`src/rtl/agc_uplink_tx_if.sv`:
```
// Uplink transmitter bus: word handshake, inhibit, and the two pulse lines.
interface agc_uplink_tx_if #(
    parameter int unsigned WORD_W = 15
);
    logic [WORD_W-1:0] word;
    logic              valid;
    logic              ready;
    logic              inh;
    logic              upl0;
    logic              upl1;
    logic              busy;
    logic              done;

    // Source side: supplies words and inhibit, observes pulses and status.
    modport master (
        output word, valid, inh,
        input  ready, upl0, upl1, busy, done
    );

    // Transmitter side.
    modport slave (
        input  word, valid, inh,
        output ready, upl0, upl1, busy, done
    );
endinterface

```
`src/rtl/agc_uplink_tx.sv`:
```
// AGC ground uplink transmitter: serialises one word MSB first as pulses on
// upl1 (one bits) and upl0 (zero bits), each pulse followed by a quiet gap.
// Optional build macro AGC_UPLINK_PARITY_EN appends an odd-parity pulse.
module agc_uplink_tx #(
    parameter int unsigned WORD_W    = 15,
    parameter int unsigned PULSE_CYC = 4,
    parameter int unsigned GAP_CYC   = 12
) (
    input  logic          clk,
    input  logic          rst,
    agc_uplink_tx_if.slave bus
);

`ifdef AGC_UPLINK_PARITY_EN
    localparam int unsigned TOTAL_W = WORD_W + 1;
`else
    localparam int unsigned TOTAL_W = WORD_W;
`endif
    localparam int unsigned CNT_MAX = (PULSE_CYC > GAP_CYC) ? PULSE_CYC : GAP_CYC;
    localparam int unsigned CNT_W   = $clog2(CNT_MAX + 1);
    localparam int unsigned BIT_W   = $clog2(TOTAL_W + 1);

    typedef enum logic [1:0] {
        S_IDLE  = 2'd0,
        S_PULSE = 2'd1,
        S_GAP   = 2'd2
    } state_t;

    state_t               state_q, state_nx;
    logic [TOTAL_W-1:0]   sreg_q, sreg_nx;
    logic [CNT_W-1:0]     cnt_q, cnt_nx;
    logic [BIT_W-1:0]     bits_q, bits_nx;
    logic [TOTAL_W-1:0]   load_word;
    logic                 done_nx;

    logic                 upl0_q, upl1_q, ready_q, busy_q, done_q;
    logic                 upl0_nx, upl1_nx, ready_nx, busy_nx;

    // Word as it enters the shift register, with parity bit in the LSB when enabled.
`ifdef AGC_UPLINK_PARITY_EN
    assign load_word = {bus.word, ~^bus.word};
`else
    assign load_word = bus.word;
`endif

    // State, datapath and registered outputs.
    always_ff @(posedge clk) begin
        if (rst) begin
            state_q <= S_IDLE;
            sreg_q  <= '0;
            cnt_q   <= '0;
            bits_q  <= '0;
            upl0_q  <= 1'b0;
            upl1_q  <= 1'b0;
            ready_q <= 1'b1;
            busy_q  <= 1'b0;
            done_q  <= 1'b0;
        end else begin
            state_q <= state_nx;
            sreg_q  <= sreg_nx;
            cnt_q   <= cnt_nx;
            bits_q  <= bits_nx;
            upl0_q  <= upl0_nx;
            upl1_q  <= upl1_nx;
            ready_q <= ready_nx;
            busy_q  <= busy_nx;
            done_q  <= done_nx;
        end
    end

    // Next state: pulse/gap timing, bit sequencing and inhibit hold-off.
    always_comb begin
        state_nx = state_q;
        sreg_nx  = sreg_q;
        cnt_nx   = cnt_q;
        bits_nx  = bits_q;
        done_nx  = 1'b0;
        case (state_q)
            S_IDLE: begin
                if (bus.valid) begin
                    sreg_nx = load_word;
                    bits_nx = BIT_W'(TOTAL_W);
                    if (!bus.inh) begin
                        state_nx = S_PULSE;
                        cnt_nx   = CNT_W'(PULSE_CYC - 1);
                    end else begin
                        // Parked at an expired gap until inhibit clears.
                        state_nx = S_GAP;
                        cnt_nx   = '0;
                    end
                end
            end
            S_PULSE: begin
                // inh deliberately ignored here so pulses keep full width.
                if (cnt_q == '0) begin
                    state_nx = S_GAP;
                    cnt_nx   = CNT_W'(GAP_CYC - 1);
                    sreg_nx  = sreg_q << 1;
                    bits_nx  = bits_q - BIT_W'(1);
                end else begin
                    cnt_nx = cnt_q - CNT_W'(1);
                end
            end
            S_GAP: begin
                if (cnt_q != '0) begin
                    cnt_nx = cnt_q - CNT_W'(1);
                end else if (bits_q == '0) begin
                    state_nx = S_IDLE;
                    done_nx  = 1'b1;
                end else if (!bus.inh) begin
                    state_nx = S_PULSE;
                    cnt_nx   = CNT_W'(PULSE_CYC - 1);
                end
            end
            default: begin
                state_nx = S_IDLE;
            end
        endcase
    end

    // Output decode from the next state so every output comes from a flop.
    always_comb begin
        upl0_nx  = 1'b0;
        upl1_nx  = 1'b0;
        ready_nx = 1'b0;
        busy_nx  = 1'b0;
        if (state_nx == S_PULSE) begin
            upl1_nx = sreg_nx[TOTAL_W-1];
            upl0_nx = ~sreg_nx[TOTAL_W-1];
        end
        if (state_nx == S_IDLE) begin
            ready_nx = 1'b1;
        end else begin
            busy_nx = 1'b1;
        end
    end

    assign bus.upl0  = upl0_q;
    assign bus.upl1  = upl1_q;
    assign bus.ready = ready_q;
    assign bus.busy  = busy_q;
    assign bus.done  = done_q;

endmodule
```
`src/flat_wrapper.sv`:
```
// flat-port wrapper written by rule: the top's interface ports become plain ports
module agc_uplink_tx_flat 
#(
    parameter int unsigned WORD_W    = 15,
    parameter int unsigned PULSE_CYC = 4,
    parameter int unsigned GAP_CYC   = 12
)
  (clk, rst, bus_word, bus_valid, bus_inh, bus_ready, bus_upl0, bus_upl1, bus_busy, bus_done);
  agc_uplink_tx_if #(.WORD_W(WORD_W)) bus_i ();
  input  logic clk;
  input  logic rst;
  input wire logic [$bits(bus_i.word)-1:0] bus_word;
  input wire logic [$bits(bus_i.valid)-1:0] bus_valid;
  input wire logic [$bits(bus_i.inh)-1:0] bus_inh;
  output wire logic [$bits(bus_i.ready)-1:0] bus_ready;
  output wire logic [$bits(bus_i.upl0)-1:0] bus_upl0;
  output wire logic [$bits(bus_i.upl1)-1:0] bus_upl1;
  output wire logic [$bits(bus_i.busy)-1:0] bus_busy;
  output wire logic [$bits(bus_i.done)-1:0] bus_done;
  assign bus_i.word = bus_word;
  assign bus_i.valid = bus_valid;
  assign bus_i.inh = bus_inh;
  assign bus_ready = bus_i.ready;
  assign bus_upl0 = bus_i.upl0;
  assign bus_upl1 = bus_i.upl1;
  assign bus_busy = bus_i.busy;
  assign bus_done = bus_i.done;
  agc_uplink_tx #(.WORD_W(WORD_W), .PULSE_CYC(PULSE_CYC), .GAP_CYC(GAP_CYC)) u_core (.clk(clk), .rst(rst), .bus(bus_i));
endmodule
```
`config.mk`:
```
export PLATFORM = sky130hd
export DESIGN_NAME = agc_uplink_tx_flat
export DESIGN_NICKNAME = d
export VERILOG_FILES = /design/src/rtl/agc_uplink_tx_if.sv /design/src/rtl/agc_uplink_tx.sv /design/src/flat_wrapper.sv
export SDC_FILE = /design/constraint.sdc
export NUM_CORES = 1
export LEC_CHECK = 0
export CAP_MARGIN = 25
export CORE_ASPECT_RATIO = 0.6
export CORE_UTILIZATION = 48
export CTS_BUF_LIST = sky130_fd_sc_hd__clkbuf_16
export DETAILED_ROUTE_END_ITERATION = 7
export PLACE_DENSITY_LB_ADDON = 0.08
export SLEW_MARGIN = 30
export SYNTH_ARGS = -nofsm -noshare
export SYNTH_HDL_FRONTEND = slang
export SYNTH_SLANG_ARGS = --single-unit
```
`constraint.sdc`:
```
create_clock -name clk -period 1.9 [get_ports clk]
set_input_delay 0.38 -clock clk [delete_from_list [all_inputs] [get_ports clk]]
set_output_delay 0.38 -clock clk [all_outputs]
set_load 0.02 [all_outputs]
```
==> qor.yml <==
status: "finished, final reports clean"
timing.critical_path.required_ps: 2110
total_via_count_after_detailed_routing: 1482
maximum_number_of_pins_on_one_net_before_global_route_repair: 31
seqCellArea_sq_um: 602
grt_setup_unrepaired: "true"
placement_rows: 15
most_frequent_cells_in_the_layout: "dfxtp_1 (29), clkdlybuf4s50_1 (22), buf_4 (20)"
post-route-period-util_pct: 98.6
setup.worst_path.class: "flip-flop to flip-flop"
synth-edff-count: 0
antenna_violations_before_repair: 0
r2r_slack_ps: 30
finalWorstPathRequiredPeriod_ps: 1870
post_drt_via_cell_ratio: 5.88
critPathMaxFanout: 5
ctsHoldBuffers: 0
met2RoutedLength_mm: 1.88
fillcell_total: 230
dieHeight_um: 46.1
final_layout_size_suffix_gt1_share_pct: 21.4
highest_layer: "met4"
max_freq_ghz: 0.534
crit_arrival_ps: 2080
irDropWorstVdd_mv: 0.895
final_cell_area_sq_mm: 0.00218
hold_violations: 0
synthesis.nets: 194
number_of_global_route_vias_before_repair: 1278
diodes: 0
design.die.area_sq_mm: 0.00348
grt_first_pass_wirelength_mm: 6.12
placeableCoreArea_sq_mm: 0.00297
ant_nets: 0
postSynthAreaPerCell_sq_um: 9.25
cts_tree: "yes"
max_root_sink_buffers: 2
reg2reg_depth: 6
worst_slew_margin_rel_pct: 73.4
worstPathCellList: "inv_2, ha_4, or3b_4, a32o_2, a311oi_4, and4b_1"
synthCells: 168
cell_with_the_largest_stage_delay_on_the_worst_path: "or3b_4"
final_net_count: 235
hold_critical_path_depth: 2
critPathMaxStageDelay_ps: 390
initial_utilization_pct: 52.4
synth_area_sq_mm: 0.00155
ys_types: 45
cp_num_buf_inv: 1
first_pass_iters: 4
synth_async_sr_flop_share_pct: 0
drt_drc_violations_left: 0
synth_ff_type: "dfxtp_1"
hp-class: "flip-flop to flip-flop"
met3_wirelength_um: 241
cts_made_buffers: 5
met1_length_mm: 1.97
worst_clock_skew_on_the_final_layout_ps: 3.74
synth.ff_latch_count: 30
critical-path-top-delay-family: "simple AND/OR/NAND/NOR gates"
synth_warnings: 0
num_io_pins: 24
max_cap_viols: 0
synth.yosys.seq_area_share_pct: 38.6
timing_max_transition_violations_final: 0
multiInputGateArea_sq_um: 946
drt-total-wl_mm: 4.13
gp_congestion: 0.944
timing.rr.start: "u_core.cnt_q[1]"
cp-endpoint: "u_core.bus.upl0"
clkLatencyLatePin_ps: 270
power.density_cell_area_mw_per_mm2: 1290
setup-violations-final: 0
cts_htree_levels: 2
clock_sink_count: 30
fp.dieW_um: 75.5
worst_pin_slew_ps: 398
crit_start: "u_core.cnt_q[1]"
syn2layout_area_growth_pct: 40.5
fin_worst_hold_slack_ps: 488
p_leak_nw: 0.876
wl_per_cell_um: 16.4
portBuffers: 23
detail_route.iter0.violations: 150
layout.cells.most_common: "dfxtp_1"
root_buffer: "clkbuf_16"
grt_util_all_layers_pct: 24.9
startpoint_type: "flip-flop"
placement_stage_cell_area_sq_mm: 0.00197
critical_path.endpoint_type: "flip-flop"
hpwl_after_detailed_placement_mm: 2.92
clkSlewWorstSetupHoldPaths_ps: 50
cp.depth: 6
timing.rr.end: "u_core.bus.upl0"
global_route.overflow_total: 0
## power breakdown
part           internal [mW]  switching, mW  leakage (nW)
Clock                  0.472          0.262        0.0724
Sequential             0.788          0.102         0.248
Combinational          0.589          0.614         0.556
## synth_stat cells, types with 2 or more instances
cell	n	area, sq um
a21oi_1	7	35.0
nor3b_1	3	22.5
ha_1	7	87.6
inv_1	6	22.5
nor2_1	19	71.3
nand3_1	2	10.0
o21a_1	2	15.0
buf_2	2	10.0
mux2_2	2	22.5
o211ai_1	4	30.0
clkbuf_1	8	30.0
o21ai_0	4	20.0
a211oi_1	15	113
dfxtp_1	30	601
nor2b_1	4	25.0
and2_1	2	12.5
xor2_1	2	17.5
nand2b_1	4	25.0
a22oi_1	14	105
nor3_1	6	30.0
## final cells by class
class | instances | share of cell area, %
clock inverters | 3 | 0.573
well taps | 42 | 2.41
repair buffers | 45 | 19.4
multi-input cells | 121 | 43.3
flip-flops and latches | 30 | 27.6
inverters | 6 | 1.03
clock buffers | 5 | 5.73
## worst register-to-register path, cell delays in order (launching register included)
cell and delay [ps]:
dfxtp_1 310, inv_2 80, ha_4 160, or3b_4 390, a32o_2 270, a311oi_4 350, and4b_1 250
## kinds of logic (layout without fill, tap and decap cells)
group | Yosys count | in the layout | share of synthesized area, %
XOR/XNOR | 2 | 2 | 1.13
adder cells (fa/ha/maj) | 7 | 7 | 5.64
flip-flops | 30 | 30 | 38.6
buffers and inverters | 17 | 59 | 4.75
multiplexers | 3 | 3 | 2.09
AO/OA/AOI/OAI | 58 | 58 | 28.4
AND/OR/NAND/NOR | 51 | 51 | 19.3
## layer usage
| layer | track usage [%] | up-vias |
|---|---|---|
| met5 | 0 | - |
| met4 | 7.78 | 0 |
| met3 | 7.66 | 7 |
| met2 | 38.0 | 47 |
| met1 | 34.0 | 708 |
| li1 | - | 720 |
## state kept, by name, summed over array words and instances (netlist names)
signal and cells:
u_core.sreg_q 15, u_core.bits_q 4, u_core.cnt_q 4, u_core.state_q 2
u_core.bus.busy 1, u_core.bus.done 1, u_core.bus.ready 1, u_core.bus.upl0 1
u_core.bus.upl1 1
## worst min-delay path by stage
stage	slack, ps	from	endpoint
floorplan	450	u_core.sreg_q[0]	u_core.sreg_q[0]
global placement	450	u_core.sreg_q[0]	u_core.sreg_q[0]
detailed placement	460	u_core.sreg_q[0]	u_core.sreg_q[0]
CTS	470	u_core.sreg_q[0]	u_core.sreg_q[0]
global route	520	u_core.sreg_q[0]	u_core.sreg_q[0]
finish	490	u_core.sreg_q[0]	u_core.sreg_q[0]
## through the flow
step | util (%) | power [mW] | TNS [ps] | worst slack [ps] | instances
after floorplan | - | 1.56 | 0 | 106 | 168
after global placement | 66.4 | 1.92 | -817 | -197 | 243
after detailed placement | 66.4 | 1.97 | -2010 | -259 | 243
after CTS | 71.6 | 2.74 | -0.409 | -0.409 | 251
after global routing | 73.6 | 2.98 | -33.7 | -33.7 | 252
final | 73.6 | 2.83 | 0 | 26.3 | 252
## timing repair
| action | in CTS | in global routing |
|---|---|---|
| endpoints found under the setup margin | 1 | 21 |
| gates resized for setup | 2 | 12 |
| pin swaps | 0 | 4 |
| setup buffers | 0 | 1 |
Note: power is estimated with default switching activity, not from simulation.
